[src/rtl/pid_input_scheduler_if.sv]
// Stream bundle between the PID input scheduler (master) and the PID core (slave):
// coefficient broadcast plus the feedback/reference sample channel with its ready.
interface pid_input_scheduler_if #(
  parameter int unsigned DATA_WIDTH = 16,
  parameter int unsigned CHN_WIDTH  = 3
);
  logic                  param_valid;
  logic [CHN_WIDTH-1:0]  param_chn;
  logic [DATA_WIDTH-1:0] param_a1;
  logic [DATA_WIDTH-1:0] param_a2;
  logic [DATA_WIDTH-1:0] param_a3;
  logic [DATA_WIDTH-1:0] param_b0;
  logic [DATA_WIDTH-1:0] param_b1;
  logic [DATA_WIDTH-1:0] param_b2;
  logic [DATA_WIDTH-1:0] param_max;
  logic [DATA_WIDTH-1:0] param_min;

  logic                  data_valid;
  logic [CHN_WIDTH-1:0]  data_chn;
  logic [DATA_WIDTH-1:0] data_fdb;
  logic [DATA_WIDTH-1:0] data_ref;
  logic                  tready;

  modport master (
    output param_valid, param_chn, param_a1, param_a2, param_a3,
           param_b0, param_b1, param_b2, param_max, param_min,
    output data_valid, data_chn, data_fdb, data_ref,
    input  tready
  );

  modport slave (
    input  param_valid, param_chn, param_a1, param_a2, param_a3,
           param_b0, param_b1, param_b2, param_max, param_min,
    input  data_valid, data_chn, data_fdb, data_ref,
    output tready
  );
endinterface

[src/rtl/pid_input_scheduler.sv]
// Front end for the time-multiplexed PID core: holds measurements, saturated targets and
// coefficient sets; broadcasts coefficients, then streams one coherent round per period.
module pid_input_scheduler #(
  parameter int unsigned DATA_WIDTH = 16,
  parameter int unsigned NUM_CHN    = 4,
  parameter int unsigned CHN_WIDTH  = 3,
  parameter int unsigned PERIOD     = 1000,
  parameter int unsigned RPM_MAX    = 1500
) (
  input  logic                          clk,
  input  logic                          rst,
  input  logic [NUM_CHN-1:0]            rpm_valid_i,
  input  logic [NUM_CHN*DATA_WIDTH-1:0] rpm_data_i,
  input  logic                          tr_valid_i,
  input  logic [CHN_WIDTH-1:0]          tr_chn_i,
  input  logic [DATA_WIDTH-1:0]         tr_data_i,
  input  logic                          cfg_we_i,
  input  logic [CHN_WIDTH-1:0]          cfg_chn_i,
  input  logic [2:0]                    cfg_addr_i,
  input  logic [DATA_WIDTH-1:0]         cfg_data_i,
  input  logic                          cfg_apply_i,
  output logic                          busy_o,
  output logic                          overrun_o,
  pid_input_scheduler_if.master         pid_if
);

  typedef enum logic [1:0] {ST_PARAM, ST_WAIT, ST_FEED} state_t;

  localparam int unsigned CNT_W = (PERIOD > 1) ? $clog2(PERIOD) : 1;
  localparam logic [CNT_W-1:0]            LAST_CNT = CNT_W'(PERIOD - 1);
  localparam logic [CHN_WIDTH-1:0]        LAST_CHN = CHN_WIDTH'(NUM_CHN - 1);
  localparam logic signed [DATA_WIDTH-1:0] SAT_HI  = DATA_WIDTH'(RPM_MAX);
  localparam logic signed [DATA_WIDTH-1:0] SAT_LO  = -SAT_HI;

  function automatic logic [DATA_WIDTH-1:0] coef_init(input int unsigned a);
    case (a)
      0:       coef_init = DATA_WIDTH'(128);
      1:       coef_init = DATA_WIDTH'(64);
      2:       coef_init = DATA_WIDTH'(64);
      3:       coef_init = DATA_WIDTH'(26);
      4:       coef_init = DATA_WIDTH'(13);
      5:       coef_init = DATA_WIDTH'(13);
      6:       coef_init = SAT_HI;
      default: coef_init = SAT_LO;
    endcase
  endfunction

  function automatic logic [DATA_WIDTH-1:0] sat(input logic [DATA_WIDTH-1:0] v);
    logic signed [DATA_WIDTH-1:0] s;
    s = v;
    if (s > SAT_HI)      sat = SAT_HI;
    else if (s < SAT_LO) sat = SAT_LO;
    else                 sat = v;
  endfunction

  state_t                state, state_nxt;
  logic                  snap_load;
  logic [CHN_WIDTH-1:0]  param_idx;
  logic [CNT_W-1:0]      cnt;
  logic                  timer_en;
  logic                  apply_pend;
  logic                  tick_pend;
  logic                  tick, xfer, round_end, param_last, apply_req;

  logic [DATA_WIDTH-1:0] hold     [NUM_CHN];
  logic [DATA_WIDTH-1:0] target   [NUM_CHN];
  logic [DATA_WIDTH-1:0] snap_fdb [NUM_CHN];
  logic [DATA_WIDTH-1:0] snap_ref [NUM_CHN];
  logic [DATA_WIDTH-1:0] coef     [NUM_CHN][8];

  logic                  param_valid_q;
  logic [CHN_WIDTH-1:0]  param_chn_q;
  logic [DATA_WIDTH-1:0] param_w_q [8];
  logic                  data_valid_q;
  logic [CHN_WIDTH-1:0]  data_chn_q;
  logic [DATA_WIDTH-1:0] data_fdb_q, data_ref_q;
  logic                  busy_q, overrun_q;

  logic [DATA_WIDTH-1:0] coef_sel [8];
  logic [CHN_WIDTH-1:0]  feed_chn;
  logic [DATA_WIDTH-1:0] fdb_sel, ref_sel;

  assign tick       = timer_en && (cnt == LAST_CNT);
  assign xfer       = data_valid_q && pid_if.tready;
  assign round_end  = (state == ST_FEED) && xfer && (data_chn_q == LAST_CHN);
  assign param_last = (state == ST_PARAM) && (param_idx == LAST_CHN);
  assign apply_req  = apply_pend || cfg_apply_i;

  always_comb begin
    state_nxt = state;
    snap_load = 1'b0;
    case (state)
      ST_PARAM: if (param_last) state_nxt = ST_WAIT;
      ST_WAIT: begin
        if (tick) begin
          state_nxt = ST_FEED;
          snap_load = 1'b1;
        end
      end
      ST_FEED: begin
        if (round_end) begin
          if (apply_req)              state_nxt = ST_PARAM;
          else if (tick_pend || tick) snap_load = 1'b1;
          else                        state_nxt = ST_WAIT;
        end
      end
      default: state_nxt = ST_PARAM;
    endcase
  end

  // A fresh round (or the first sample after a re-snapshot) always starts at channel 0.
  always_comb begin
    feed_chn = data_valid_q ? data_chn_q + CHN_WIDTH'(1) : '0;
    fdb_sel  = '0;
    ref_sel  = '0;
    for (int unsigned a = 0; a < 8; a++) coef_sel[a] = '0;
    for (int unsigned k = 0; k < NUM_CHN; k++) begin
      if (32'(feed_chn) == k) begin
        fdb_sel = snap_fdb[k];
        ref_sel = snap_ref[k];
      end
      if (32'(param_idx) == k) begin
        for (int unsigned a = 0; a < 8; a++) coef_sel[a] = coef[k][a];
      end
    end
  end

  always_ff @(posedge clk) begin
    if (rst) state <= ST_PARAM;
    else     state <= state_nxt;
  end

  always_ff @(posedge clk) begin
    if (rst) begin
      param_idx     <= '0;
      cnt           <= '0;
      timer_en      <= 1'b0;
      apply_pend    <= 1'b0;
      tick_pend     <= 1'b0;
      param_valid_q <= 1'b0;
      param_chn_q   <= '0;
      data_valid_q  <= 1'b0;
      data_chn_q    <= '0;
      data_fdb_q    <= '0;
      data_ref_q    <= '0;
      busy_q        <= 1'b0;
      overrun_q     <= 1'b0;
      for (int unsigned a = 0; a < 8; a++) param_w_q[a] <= '0;
      for (int unsigned k = 0; k < NUM_CHN; k++) begin
        hold[k]     <= '0;
        target[k]   <= '0;
        snap_fdb[k] <= '0;
        snap_ref[k] <= '0;
        for (int unsigned a = 0; a < 8; a++) coef[k][a] <= coef_init(a);
      end
    end else begin
      for (int unsigned k = 0; k < NUM_CHN; k++) begin
        if (rpm_valid_i[k]) hold[k] <= rpm_data_i[k*DATA_WIDTH +: DATA_WIDTH];
        if (tr_valid_i && (32'(tr_chn_i) == k)) target[k] <= sat(tr_data_i);
        for (int unsigned a = 0; a < 8; a++) begin
          if (cfg_we_i && (32'(cfg_chn_i) == k) && (32'(cfg_addr_i) == a))
            coef[k][a] <= cfg_data_i;
        end
        if (snap_load) begin
          snap_fdb[k] <= hold[k];
          snap_ref[k] <= target[k];
        end
      end

      // Timer is idle until the first broadcast finishes, then free-runs.
      if (param_last && !timer_en) begin
        timer_en <= 1'b1;
        cnt      <= '0;
      end else if (timer_en) begin
        cnt <= tick ? '0 : cnt + CNT_W'(1);
      end

      if (cfg_apply_i)     apply_pend <= 1'b1;
      else if (param_last) apply_pend <= 1'b0;

      if (round_end)                         tick_pend <= 1'b0;
      else if ((state == ST_FEED) && tick)   tick_pend <= 1'b1;
      if ((state == ST_FEED) && tick && !round_end) overrun_q <= 1'b1;

      if (state == ST_PARAM) begin
        param_valid_q <= 1'b1;
        param_chn_q   <= param_idx;
        for (int unsigned a = 0; a < 8; a++) param_w_q[a] <= coef_sel[a];
        param_idx     <= param_last ? '0 : param_idx + CHN_WIDTH'(1);
      end else begin
        param_valid_q <= 1'b0;
      end

      if (state == ST_FEED) begin
        if (round_end) begin
          data_valid_q <= 1'b0;
        end else if (!data_valid_q || xfer) begin
          data_valid_q <= 1'b1;
          data_chn_q   <= feed_chn;
          data_fdb_q   <= fdb_sel;
          data_ref_q   <= ref_sel;
        end
      end else begin
        data_valid_q <= 1'b0;
      end

      busy_q <= (state_nxt != ST_WAIT);
    end
  end

  assign pid_if.param_valid = param_valid_q;
  assign pid_if.param_chn   = param_chn_q;
  assign pid_if.param_a1    = param_w_q[0];
  assign pid_if.param_a2    = param_w_q[1];
  assign pid_if.param_a3    = param_w_q[2];
  assign pid_if.param_b0    = param_w_q[3];
  assign pid_if.param_b1    = param_w_q[4];
  assign pid_if.param_b2    = param_w_q[5];
  assign pid_if.param_max   = param_w_q[6];
  assign pid_if.param_min   = param_w_q[7];
  assign pid_if.data_valid  = data_valid_q;
  assign pid_if.data_chn    = data_chn_q;
  assign pid_if.data_fdb    = data_fdb_q;
  assign pid_if.data_ref    = data_ref_q;
  assign busy_o             = busy_q;
  assign overrun_o          = overrun_q;

endmodule

[src/flat_wrapper.sv]
// flat-port wrapper written by rule: the top's interface ports become plain ports
module pid_input_scheduler_flat 
#(
  parameter int unsigned DATA_WIDTH = 16,
  parameter int unsigned NUM_CHN    = 4,
  parameter int unsigned CHN_WIDTH  = 3,
  parameter int unsigned PERIOD     = 1000,
  parameter int unsigned RPM_MAX    = 1500
)
  (clk, rst, rpm_valid_i, rpm_data_i, tr_valid_i, tr_chn_i, tr_data_i, cfg_we_i, cfg_chn_i, cfg_addr_i, cfg_data_i, cfg_apply_i, busy_o, overrun_o, pid_if_param_valid, pid_if_param_chn, pid_if_param_a1, pid_if_param_a2, pid_if_param_a3, pid_if_param_b0, pid_if_param_b1, pid_if_param_b2, pid_if_param_max, pid_if_param_min, pid_if_data_valid, pid_if_data_chn, pid_if_data_fdb, pid_if_data_ref, pid_if_tready);
  pid_input_scheduler_if #(.DATA_WIDTH(DATA_WIDTH), .CHN_WIDTH(CHN_WIDTH)) pid_if_i ();
  input  logic clk;
  input  logic rst;
  input  logic [NUM_CHN-1:0] rpm_valid_i;
  input  logic [NUM_CHN*DATA_WIDTH-1:0] rpm_data_i;
  input  logic tr_valid_i;
  input  logic [CHN_WIDTH-1:0] tr_chn_i;
  input  logic [DATA_WIDTH-1:0] tr_data_i;
  input  logic cfg_we_i;
  input  logic [CHN_WIDTH-1:0] cfg_chn_i;
  input  logic [2:0] cfg_addr_i;
  input  logic [DATA_WIDTH-1:0] cfg_data_i;
  input  logic cfg_apply_i;
  output logic busy_o;
  output logic overrun_o;
  output wire logic [$bits(pid_if_i.param_valid)-1:0] pid_if_param_valid;
  output wire logic [$bits(pid_if_i.param_chn)-1:0] pid_if_param_chn;
  output wire logic [$bits(pid_if_i.param_a1)-1:0] pid_if_param_a1;
  output wire logic [$bits(pid_if_i.param_a2)-1:0] pid_if_param_a2;
  output wire logic [$bits(pid_if_i.param_a3)-1:0] pid_if_param_a3;
  output wire logic [$bits(pid_if_i.param_b0)-1:0] pid_if_param_b0;
  output wire logic [$bits(pid_if_i.param_b1)-1:0] pid_if_param_b1;
  output wire logic [$bits(pid_if_i.param_b2)-1:0] pid_if_param_b2;
  output wire logic [$bits(pid_if_i.param_max)-1:0] pid_if_param_max;
  output wire logic [$bits(pid_if_i.param_min)-1:0] pid_if_param_min;
  output wire logic [$bits(pid_if_i.data_valid)-1:0] pid_if_data_valid;
  output wire logic [$bits(pid_if_i.data_chn)-1:0] pid_if_data_chn;
  output wire logic [$bits(pid_if_i.data_fdb)-1:0] pid_if_data_fdb;
  output wire logic [$bits(pid_if_i.data_ref)-1:0] pid_if_data_ref;
  input wire logic [$bits(pid_if_i.tready)-1:0] pid_if_tready;
  assign pid_if_param_valid = pid_if_i.param_valid;
  assign pid_if_param_chn = pid_if_i.param_chn;
  assign pid_if_param_a1 = pid_if_i.param_a1;
  assign pid_if_param_a2 = pid_if_i.param_a2;
  assign pid_if_param_a3 = pid_if_i.param_a3;
  assign pid_if_param_b0 = pid_if_i.param_b0;
  assign pid_if_param_b1 = pid_if_i.param_b1;
  assign pid_if_param_b2 = pid_if_i.param_b2;
  assign pid_if_param_max = pid_if_i.param_max;
  assign pid_if_param_min = pid_if_i.param_min;
  assign pid_if_data_valid = pid_if_i.data_valid;
  assign pid_if_data_chn = pid_if_i.data_chn;
  assign pid_if_data_fdb = pid_if_i.data_fdb;
  assign pid_if_data_ref = pid_if_i.data_ref;
  assign pid_if_i.tready = pid_if_tready;
  pid_input_scheduler #(.DATA_WIDTH(DATA_WIDTH), .NUM_CHN(NUM_CHN), .CHN_WIDTH(CHN_WIDTH), .PERIOD(PERIOD), .RPM_MAX(RPM_MAX)) u_core (.clk(clk), .rst(rst), .rpm_valid_i(rpm_valid_i), .rpm_data_i(rpm_data_i), .tr_valid_i(tr_valid_i), .tr_chn_i(tr_chn_i), .tr_data_i(tr_data_i), .cfg_we_i(cfg_we_i), .cfg_chn_i(cfg_chn_i), .cfg_addr_i(cfg_addr_i), .cfg_data_i(cfg_data_i), .cfg_apply_i(cfg_apply_i), .busy_o(busy_o), .overrun_o(overrun_o), .pid_if(pid_if_i));
endmodule
[config.mk]
export PLATFORM = sky130hd
export DESIGN_NAME = pid_input_scheduler_flat
export DESIGN_NICKNAME = d
export VERILOG_FILES = /design/src/rtl/pid_input_scheduler_if.sv /design/src/rtl/pid_input_scheduler.sv /design/src/flat_wrapper.sv
export SDC_FILE = /design/constraint.sdc
export NUM_CORES = 1
export LEC_CHECK = 0
export CORE_UTILIZATION = 30
export CTS_CLUSTER_SIZE = 12
export DETAILED_ROUTE_END_ITERATION = 16
export MAX_ROUTING_LAYER = met4
export PLACE_DENSITY = 0.56
export SLEW_MARGIN = 15
export SYNTH_ARGS = -nofsm -noshare
export SYNTH_HDL_FRONTEND = slang
export SYNTH_SLANG_ARGS = --single-unit
[constraint.sdc]
create_clock -name clk -period 6.1 [get_ports clk]
set_clock_uncertainty 0.05 [all_clocks]
set_input_delay 1.22 -clock clk [delete_from_list [all_inputs] [get_ports clk]]
set_output_delay 1.22 -clock clk [all_outputs]
set_load 0.1 [all_outputs]
==> run summary <==
Port Buffers = 284
DRC Markers = 0
DIE HEIGHT = 359 um
via count = 23067
RSZ-0062 raised after global routing = no
CP endpoint kind = register
Achievable Freq = 258 MHz
antenna violations before repair = 6
row count = 130
Max VDD drop = 0.277 mV
CTS H-tree depth = 3
max-capacitance violation count = 0
final core occ = 36.6%
Hold-fix buffers, CTS = 0
startpoint types = input port
register area share after synthesis = 73.4%
pin count of the biggest net entering global routing = 165
Period Utilization, post-route = 63.5%
Setup Fix Bufs, Post-CTS = 0
Antenna Nets Post-Route = 0
Post-synth ARST share = 0%
post-CTS resize count = 0
initial core utilization = 30.4%
DRT Wirelength = 107000 um
crit path DAT = 4180 ps
Lkg Pwr = 16.4 nW
clk root buf = clkbuf_16
post-synthesis average cell area = 14.5 um^2
Tot GR Track Use = 16.8%
clock latency on the worst-skew pair = 710 ps
Slew @ Worst Pin = 1250 ps
fill count = 11885
GRT Residual Overflow = 0
Post-DP HPWL = 67300 um
Mapped Cells = 2645
first-pass GRT wire length = 154000 um
I/O Pins = 285
Post-synth EDFFs = 896
Final Slew Violations = 0
main flop type after synthesis = edfxtp_1
critical path fanouts, max = 14
Ys Warns = 0
Seq cells post-synth = 956
area grow syn2layout = 20.6%
Fin Setup TNS = 0 ps
Max-slew headroom = 16.3%
Unique masters post-synth = 59
Placeable Area = 126000 um^2
WL/cell = 23.2 um
clk slew on worst S/H paths = 60 ps
worst hold path type = register to register
run status = complete, no violations
CTS buffer count = 102
Fin. Hold Viols = 0
final net count = 3027
clock sink total = 956
CTS max path bufs = 3
Worst EP required = 6410 ps
1st-iter DRT viols = 2245
layout cells sized above 1 = 8.90%
minimum clock period = 3880 ps
CTS tree = yes
Avg Vias per Cell = 4.98
Mapped Area = 38300 um^2
Syn Nets = 2772
DRT Pass-1 Iters = 6
Placer Congestion = 0.804
PwrDens = 441 nW/um^2
Die ar. = 129000 um^2
critical path class = input port to register
number of global-route vias before repair = 22207
Final Setup Violations = 0
die width = 359 um
[flip-flops by register name, indices dropped and copies added, names as in the netlist]
signal,count
u_core.pid_if.data_ref,16
u_core.pid_if.param_chn,3
u_core.state,2
u_core.target,64
u_core.timer_en,1
u_core.busy_o,1
u_core.snap_fdb,64
u_core.pid_if.data_valid,1
u_core.cnt,10
u_core.pid_if.data_fdb,16
u_core.pid_if.param_valid,1
u_core.pid_if.data_chn,3
u_core.apply_pend,1
u_core.tick_pend,1
u_core.param_idx,3
u_core.overrun_o,1
u_core.coef,512
u_core.hold,64
u_core.param_w_q,128
u_core.snap_ref,64
[cell usage after synthesis (6+ instances only)]
cell type | number | area, um^2
edfxtp_1 | 896 | 26900
and2_1 | 267 | 1670
nor2_1 | 210 | 788
clkbuf_1 | 173 | 649
a21oi_1 | 165 | 826
and3_1 | 132 | 826
a22o_1 | 128 | 1120
a22oi_1 | 128 | 961
or3_1 | 61 | 382
dfxtp_1 | 60 | 1200
nand2_1 | 53 | 199
nor3_1 | 45 | 225
a211oi_1 | 33 | 248
a221oi_1 | 33 | 289
mux2_2 | 33 | 372
nor2b_1 | 26 | 163
o21bai_1 | 25 | 188
or2_1 | 16 | 100
nand2b_1 | 15 | 93.8
inv_1 | 14 | 52.6
ha_1 | 12 | 150
buf_6 | 11 | 124
a21o_1 | 10 | 75.1
buf_1 | 10 | 37.5
buf_2 | 9 | 45.0
nand3_1 | 9 | 45.0
or2_2 | 7 | 43.8
xnor2_1 | 6 | 52.6
[report_power, final]
part	internal (mW)	leakage (nW)	switching (mW)
registers	8.00	9.44	0.235
logic	1.40	5.44	4.83
clock network	3.30	1.51	2.62
total	12.7	16.4	7.68
[worst paths after layout]
kind / start / to / slack (ps) / cells after the start
setup reg to reg: u_core.cnt[0] / u_core.snap_ref[2][1] / 2940 / 6
hold reg to reg: u_core.pid_if.data_chn[2] / u_core.pid_if.data_chn[2] / 420 / 2
setup / recovery: cfg_chn_i[2] / u_core.coef[0][17] / 2220 / 6
hold / removal: u_core.pid_if.data_chn[2] / u_core.pid_if.data_chn[2] / 420 / 2
[cells in the final DEF (no fill, tap or decap), types with 45 or more instances in the layout]
| cell | instances |
|---|---|
| a21oi_1 | 165 |
| a22o_1 | 128 |
| a22oi_1 | 128 |
| and2_1 | 267 |
| and3_1 | 132 |
| buf_4 | 71 |
| clkbuf_16 | 102 |
| clkdlybuf4s50_1 | 283 |
| dfxtp_1 | 60 |
| edfxtp_1 | 896 |
| nand2_1 | 53 |
| nor2_1 | 205 |
| nor3_1 | 45 |
| or3_1 | 60 |
[metal layers]
metal,up-vias,part of all wire [%],GRT usage (%)
li1,10523,-,-
met3,147,9.0,4.13
met5,-,0,-
met2,985,46,25.9
met1,11412,42,21.9
met4,0,2.5,4.72
[cells by family after synthesis]
| kind of cell | count (synthesis) | share of synthesized area [%] |
|---|---|---|
| buffers and inverters | 221 | 2.44 |
| muxes | 36 | 1.05 |
| xor gates and xnor gates | 8 | 0.183 |
| AOI/OAI and AO/OA | 547 | 10.2 |
| DFF | 956 | 73.4 |
| and+or+nand+nor | 865 | 12.3 |
| adders and majority gates | 12 | 0.392 |
[final cells by class]
class	count	area, um^2	area share (%)
repair buffers	358	3450	7.46
clock buffers	136	2710	5.87
multi-input cells	1468	9360	20.3
inverters	14	52.6	0.114
well taps	1650	2060	4.47
diodes	5	12.5	0.0271
flip-flops and latches	956	28100	60.8
clock inverters	46	449	0.972
[worst max-delay path, cell delays in order]
cell and delay [ps]:
clkdlybuf4s50_1 530, nor4b_1 660, nand2_1 340, o211a_1 390, buf_4 280, nor2b_1 750
[metrics by stage]
step	instance area (um^2)	cells	power, mW	worst slack [ps]	hold slack [ps]
after floorplan	38300	2645	12.7	698	420
after global placement	43000	4446	14.7	1700	411
after global routing	46200	4630	21.1	2010	441
after CTS	46200	4628	20.6	2270	427
final	46200	4633	20.4	2220	418
after detailed placement	43000	4446	14.7	1550	418
No activity file was read; power rests on OpenSTA's default activity.
